**config.mk**
```make
export PLATFORM = sky130hd
export DESIGN_NAME = weight_loader_flat
export DESIGN_NICKNAME = d
export VERILOG_FILES = /design/src/rtl/weight_loader_if.sv /design/src/rtl/weight_loader.sv /design/src/flat_wrapper.sv
export SDC_FILE = /design/constraint.sdc
export NUM_CORES = 1
export LEC_CHECK = 0
export ABC_AREA = 0
export CAP_MARGIN = 5
export CORE_MARGIN = 10
export CORE_UTILIZATION = 50
export DETAILED_ROUTE_END_ITERATION = 8
export GPL_TIMING_DRIVEN = 1
export PLACE_DENSITY_LB_ADDON = 0.08
export REMOVE_ABC_BUFFERS = 1
export SYNTH_ARGS = -nofsm -noshare
export SYNTH_HDL_FRONTEND = slang
export SYNTH_SLANG_ARGS = --single-unit
```
**constraint.sdc**
```tcl
create_clock -name clk -period 2.5 [get_ports clk]
set_input_delay 0.5 -clock clk [delete_from_list [all_inputs] [get_ports clk]]
set_output_delay 0.5 -clock clk [all_outputs]
set_load 0.05 [all_outputs]
```
**src/rtl/weight_loader_if.sv**
```systemverilog
// Handshake bundle between the weight stream source, the loader
// and the downstream weight register.
interface weight_loader_if #(
  parameter int NUM          = 16,
  parameter int BEAT_WORDS   = 2,
  parameter int WEIGHT_WIDTH = 8
);
  logic                                    in_valid;
  logic                                    in_ready;
  logic [BEAT_WORDS-1:0][WEIGHT_WIDTH-1:0] in_data;
  logic                                    w_valid;
  logic                                    w_ready;
  logic [NUM-1:0][WEIGHT_WIDTH-1:0]        w_out;

  modport master (
    output in_valid,
    output in_data,
    output w_ready,
    input  in_ready,
    input  w_valid,
    input  w_out
  );

  modport slave (
    input  in_valid,
    input  in_data,
    input  w_ready,
    output in_ready,
    output w_valid,
    output w_out
  );
endinterface

```
**src/rtl/weight_loader.sv**
```systemverilog
// Assembles a weight matrix from narrow beats and holds it
// until the downstream register takes it.
module weight_loader #(
  parameter int DIM_ROW2     = 4,
  parameter int DIM_COL2     = 4,
  parameter int WEIGHT_WIDTH = 8,
  parameter int BEAT_WORDS   = 2
) (
  input  logic clk,
  input  logic rst_n,
  input  logic clear,
  weight_loader_if.slave bus,
  output logic [$clog2(DIM_ROW2*DIM_COL2/BEAT_WORDS+1)-1:0] beat_cnt
);
  localparam int NUM   = DIM_ROW2 * DIM_COL2;
  localparam int BEATS = NUM / BEAT_WORDS;
  localparam int CW    = $clog2(BEATS + 1);

  typedef enum logic {
    FILL = 1'b0,
    FULL = 1'b1
  } state_t;

  state_t                           state_q;
  state_t                           state_d;
  logic [CW-1:0]                    cnt_q;
  logic [CW-1:0]                    cnt_d;
  logic [NUM-1:0][WEIGHT_WIDTH-1:0] mem_q;
  logic                             accept;
  logic                             last;

  assign accept = bus.in_valid & (state_q == FILL) & ~clear;
  assign last   = (cnt_q == CW'(BEATS - 1));

  always_comb begin
    state_d = state_q;
    cnt_d   = cnt_q;
    if (clear) begin
      state_d = FILL;
      cnt_d   = '0;
    end else begin
      unique case (state_q)
        FILL: begin
          if (accept) begin
            if (last) begin
              state_d = FULL;
              cnt_d   = '0;
            end else begin
              cnt_d = cnt_q + CW'(1);
            end
          end
        end
        FULL: begin
          if (bus.w_ready) state_d = FILL;
        end
        default: state_d = FILL;
      endcase
    end
  end

  always_ff @(posedge clk) begin
    if (!rst_n) begin
      state_q <= FILL;
      cnt_q   <= '0;
    end else begin
      state_q <= state_d;
      cnt_q   <= cnt_d;
    end
  end

  // Only the lanes of the current beat are written; the rest hold.
  always_ff @(posedge clk) begin
    if (!rst_n) begin
      mem_q <= '0;
    end else if (accept) begin
      for (int k = 0; k < BEATS; k++) begin
        if (cnt_q == CW'(k)) begin
          for (int j = 0; j < BEAT_WORDS; j++) begin
            mem_q[k*BEAT_WORDS+j] <= bus.in_data[j];
          end
        end
      end
    end
  end

  assign bus.in_ready = (state_q == FILL);
  assign bus.w_valid  = (state_q == FULL);
  assign bus.w_out    = mem_q;
  assign beat_cnt     = cnt_q;

endmodule

```
**src/flat_wrapper.sv**
```systemverilog
// flat-port wrapper written by rule: the top's interface ports become plain ports
module weight_loader_flat 
#(
  parameter int DIM_ROW2     = 4,
  parameter int DIM_COL2     = 4,
  parameter int WEIGHT_WIDTH = 8,
  parameter int BEAT_WORDS   = 2
)
  (clk, rst_n, clear, beat_cnt, bus_in_valid, bus_in_data, bus_w_ready, bus_in_ready, bus_w_valid, bus_w_out);
  weight_loader_if #(.NUM((16)), .BEAT_WORDS(BEAT_WORDS), .WEIGHT_WIDTH(WEIGHT_WIDTH)) bus_i ();
  input  logic clk;
  input  logic rst_n;
  input  logic clear;
  output logic [$clog2(DIM_ROW2*DIM_COL2/BEAT_WORDS+1)-1:0] beat_cnt;
  input wire logic [$bits(bus_i.in_valid)-1:0] bus_in_valid;
  input wire logic [$bits(bus_i.in_data)-1:0] bus_in_data;
  input wire logic [$bits(bus_i.w_ready)-1:0] bus_w_ready;
  output wire logic [$bits(bus_i.in_ready)-1:0] bus_in_ready;
  output wire logic [$bits(bus_i.w_valid)-1:0] bus_w_valid;
  output wire logic [$bits(bus_i.w_out)-1:0] bus_w_out;
  assign bus_i.in_valid = bus_in_valid;
  assign bus_i.in_data = bus_in_data;
  assign bus_i.w_ready = bus_w_ready;
  assign bus_in_ready = bus_i.in_ready;
  assign bus_w_valid = bus_i.w_valid;
  assign bus_w_out = bus_i.w_out;
  weight_loader #(.DIM_ROW2(DIM_ROW2), .DIM_COL2(DIM_COL2), .WEIGHT_WIDTH(WEIGHT_WIDTH), .BEAT_WORDS(BEAT_WORDS)) u_core (.clk(clk), .rst_n(rst_n), .clear(clear), .bus(bus_i), .beat_cnt(beat_cnt));
endmodule
```
Word level (Yosys, flattened, before mapping):

Index checks and enable logic that the tools add are counted.

* ROM bits: 0
* memory bits (writable): 0
* word-level logic and storage cells: 47
* output and inout port bits: 134
* register bits after elaboration: 133
* memories kept: 0
* input port bits: 21
* latch bits: 0

* reduce and logical (&&, ||, !) cells: 11
* eq/ne operators: 7
* multiplexer cells: 5
* magnitude comparators: 0
* bitwise logic cells: 5
* div/mod/pow operators: 0
* multiply operators: 0
* shift-type cells: 0
* add/subtract/negate cells: 1

Operators with widths (count)
* $reduce_and A2 Y1: 9
* $eq A4 B3 Y1 const B: 4
* $eq A4 B2 Y1 const B: 2
* $add A4 B1 Y4 const B: 1
* $eq A4 B1 Y1 const B: 1
* $logic_not A4 Y1: 1
* $mux W4: 1
* $mux W1: 3
* $not A1 Y1: 3
* $and A1 B1 Y1: 2
* $pmux W1 S2: 1
* $reduce_or A2 Y1: 1

Logic depth before layout (Yosys ltp):

* depth after elaboration: 5
* depth in mapped cells: 6
* mapped depth without buffers: 4

Worst setup path before layout:

Ideal clock, no wire load.

* path type: reg2reg
* start point: register u_core.cnt_q[0] (netlist: u_core.beat_cnt[0])
* end point: register u_core.mem_q (netlist bit u_core.bus.w_out[125])
* path buffers: 2
* period minus slack after synthesis: 1681 ps
* stages on the path, launching flop included: 6
* data required time: 2374 ps
* data arrival time: 1556 ps
* slack: 819 ps
* library setup time: 126 ps
* cell sequence: dfxtp_1 > ha_1 > nand3_4 > buf_6 > buf_12 > mux2i_1

* word-level cells in the longest chain between the ends: 2

RTL lines
* start, declared: line weight_loader.sv:26 `logic [CW-1:0] cnt_q;`
* start signal, assigned: line weight_loader.sv:67 `cnt_q <= cnt_d;`
* $eq A4 B3 Y1: line weight_loader.sv:77 `if (cnt_q == CW'(k)) begin`
* $reduce_and A2 Y1 (no line)
* end signal, assigned by index: line weight_loader.sv:79 `mem_q[k*BEAT_WORDS+j] <= bus.in_data[j];`
* end, declared: line weight_loader.sv:28 `logic [NUM-1:0][WEIGHT_WIDTH-1:0] mem_q;`

Every way passes these cells.
A chain may end at the register's enable or synchronous reset.

Worst setup path after layout:

* start point: register u_core.cnt_q[0] (netlist: u_core.beat_cnt[0])
* end point: output port beat_cnt[0]

RTL lines
* end, declared: line flat_wrapper.sv:14 `output logic [$clog2(DIM_ROW2*DIM_COL2/BEAT_WORDS+1)-1:0] beat_cnt;`

No word-level cell between the ends.

==> results.py <==
metrics = {
    "sta": {
        "rsz0062_at_grt": "no",
        "fin_crit_ns": 2.33,
        "min_period_over_period_pct": 93.0,
        "fin_skew_ns": 0.00599,
        "finalSetupTns_ns": 0,
        "slew_headroom_pct": 62.1,
        "worstMarginPinSlew_ns": 0.566,
        "hold_ws_ns": 0.459,
        "hold_violations": 0,
        "slew_viol_final": 0,
        "finalSetupViolations": 0,
        "clock.fmax_mhz": 430,
    },
    "worst_setup_path": {
        "cp_cell_sequence": "clkdlybuf4s50_1",
        "endpoint_kind": "primary output",
        "cpPeakStageDelay_ns": 0.86,
        "cpMaxStageDelayCell": "clkdlybuf4s50_1",
        "worstSetupPathType": "reg2out",
        "cp_top_family": "buffers and inverters",
        "worstReg2RegStart": "u_core.beat_cnt[0]$_SDFFE_PP0P_",
        "cp_max_fo": 7,
        "arrival_ns": 1.83,
        "crit_buf_inv": 1,
        "r2r_end": "u_core.beat_cnt[0]$_SDFFE_PP0P_",
        "required_ns": 2.00,
        "worstRegToRegCells": 3,
        "start_kind": "flip-flop",
        "worst-r2r-setup-slack_ns": 0.87,
    },
    "placed_design": {
        "portBuffers": 154,
        "gp_routability_congestion": 0.746,
        "dp.final_hpwl_um": 9530,
    },
    "logic_synthesis": {
        "yosysMostFrequentCell": "nand2_1",
        "yosysTopAreaCell": "dfxtp_1",
        "synth_warnings": 0,
        "synth_cell_types": 25,
        "postSynth.asyncResetShare_pct": 0,
        "netlist.area_leader.share_pct": 53.1,
        "synth_area_per_cell_sq_um": 10.8,
        "yosysSeqAreaShare_pct": 53.1,
        "ys_top_cells_by_area": "dfxtp_1, mux2i_1, nand2_1",
        "syn_inst": 466,
        "ys_top_cells_by_count": "nand2_1, dfxtp_1, mux2i_1",
        "synthFlopType": "dfxtp_1",
        "synth-edff-count": 0,
        "synthesis.area_sq_um": 5010,
        "synth-seq-cells": 133,
    },
    "floorplanning": {
        "die_area_sq_um": 14400,
        "start_util_pct": 51.3,
        "row_count": 36,
        "ios": 155,
        "dieHeight_um": 120,
        "core-area_sq_um": 9770,
        "die-width_um": 120,
    },
    "clock_tree": {
        "cts_sinks": 133,
        "tritoncts": "built",
        "cts_buffers": 17,
        "post_cts_resized": 0,
        "clk_latency_ns": 0.50,
        "h-tree-depth": 4,
        "clk_path_buf_depth": 2,
        "cts.reportedPaths.clkPinSlew_ns": 0.06,
        "clock-root-buffer": "clkbuf_8",
        "cts_hold_buf": 0,
        "cts_setup_buffers": 0,
    },
    "global_routing": {
        "grt_antenna_before_repair": 0,
        "first_global_vias": 4161,
        "grt_max_degree": 46,
        "grt_overflow_total": 0,
        "grt_usage_pct": 19.5,
        "grt_pass1_wl_um": 22400,
    },
    "outcome": {
        "status": "finished clean",
    },
    "job": {
        "drv_cap": 0,
    },
    "detailed_routing": {
        "drtAntennaViolNets": 0,
        "vias": 3845,
        "vias_per_cell": 5.02,
        "drc": 0,
        "first_iter_violations": 186,
        "dr.pass1.iters": 4,
        "wire_per_inst_um": 18.3,
        "routed_wl_um": 14000,
    },
    "layout": {
        "nNetsFinal": 648,
        "antenna_cells": 0,
        "fillCellCount": 705,
        "seq_area_sq_um": 2660,
        "final_layout_size_suffix_gt1_share_pct": 7.42,
        "area_growth_pct": 42.4,
        "multi_input_area_sq_um": 2150,
    },
    "worst_hold_path": {
        "hold_end": "u_core.bus.w_out[125]$_SDFFE_PN0P_",
        "holdCritPathClass": "reg2reg",
        "min_from": "u_core.bus.w_out[125]$_SDFFE_PN0P_",
        "holdPathStages": 2,
    },
    "power_and_ir_drop": {
        "ir_drop_uv": 436,
        "p_leak_nw": 3.38,
        "p_per_area_nw_per_um2": 646,
    },
}
[state kept, by name, indices dropped and copies added (netlist names)]
name	cells
u_core.bus.w_out	128
u_core.beat_cnt	4
u_core.bus.w_valid	1
[layer usage]
metal	up-vias	track usage (%)	part of all wire, %
met4	0	5.88	1.1
met5	-	0	0
met1	1855	21.5	41
met2	112	32.3	48
li1	1864	-	-
met3	14	9.70	9.8
[report_power, final]
group          switching [W]  leakage (nW)  internal (W)
logic               0.000184          2.05      0.000101
registers          0.0000117          1.07       0.00214
clock network       0.000829         0.257       0.00134
[layout by cell type (no fill, tap or decap), types with 2 or more instances in the layout]
cell type,instances
ha_1,4
clkbuf_16,16
clkbuf_1,4
nand2_1,145
nor2_1,2
nand3_4,8
inv_1,5
clkbuf_8,3
buf_4,10
mux2i_1,129
nor3b_1,2
dfxtp_1,133
clkinv_2,5
clkdlybuf4s50_1,153
[metrics by stage]
stage	setup WS, ns	total power [W]	std cells	area (sq um)	util (%)
after floorplan	0.198	0.00234	440	4830	-
after global placement	0.331	0.00248	737	6620	67.7
after detailed placement	0.265	0.00248	737	6620	67.7
after CTS	0.143	0.00464	766	7130	73.0
after global routing	0.0917	0.00476	766	7130	73.0
final	0.175	0.00461	766	7130	73.0
[final cells by class]
| cell class | count | area share (%) |
|---|---|---|
| Sequential cell | 133 | 37.3 |
| Multi-Input combinational cell | 302 | 30.1 |
| Timing Repair Buffer | 164 | 22.8 |
| Clock buffer | 23 | 6.40 |
| Tap cell | 133 | 2.33 |
| Clock inverter | 6 | 0.772 |
| Inverter | 5 | 0.263 |
[cell families (layout without fill, tap and decap cells)]
kind of cell	after synthesis	count (layout)	share of synthesized area (%)
AO/OA/AOI/OAI	3	3	0.499
adder cells (fa/ha/maj)	4	4	0.999
AND/OR/NAND/NOR	164	164	15.2
buffers and inverters	31	198	4.02
flip-flops	133	133	53.1
XOR/XNOR	2	2	0.350
multiplexers	129	129	25.8
[worst max-delay path by stage]
stage / to / start / depth (start not counted) / slack, ns
detailed placement: u_core.beat_cnt[0]$_SDFFE_PP0P_ / bus_in_valid / 5 / 0.27
CTS: beat_cnt[0] / u_core.beat_cnt[0]$_SDFFE_PP0P_ / 1 / 0.14
finish: beat_cnt[0] / u_core.beat_cnt[0]$_SDFFE_PP0P_ / 1 / 0.17
global route: beat_cnt[0] / u_core.beat_cnt[0]$_SDFFE_PP0P_ / 1 / 0.09
global placement: u_core.beat_cnt[0]$_SDFFE_PP0P_ / bus_in_valid / 5 / 0.33
floorplan: u_core.beat_cnt[0]$_SDFFE_PP0P_ / u_core.bus.w_valid$_SDFF_PP0_ / 3 / 0.20
(Power assumes the default switching activity.)
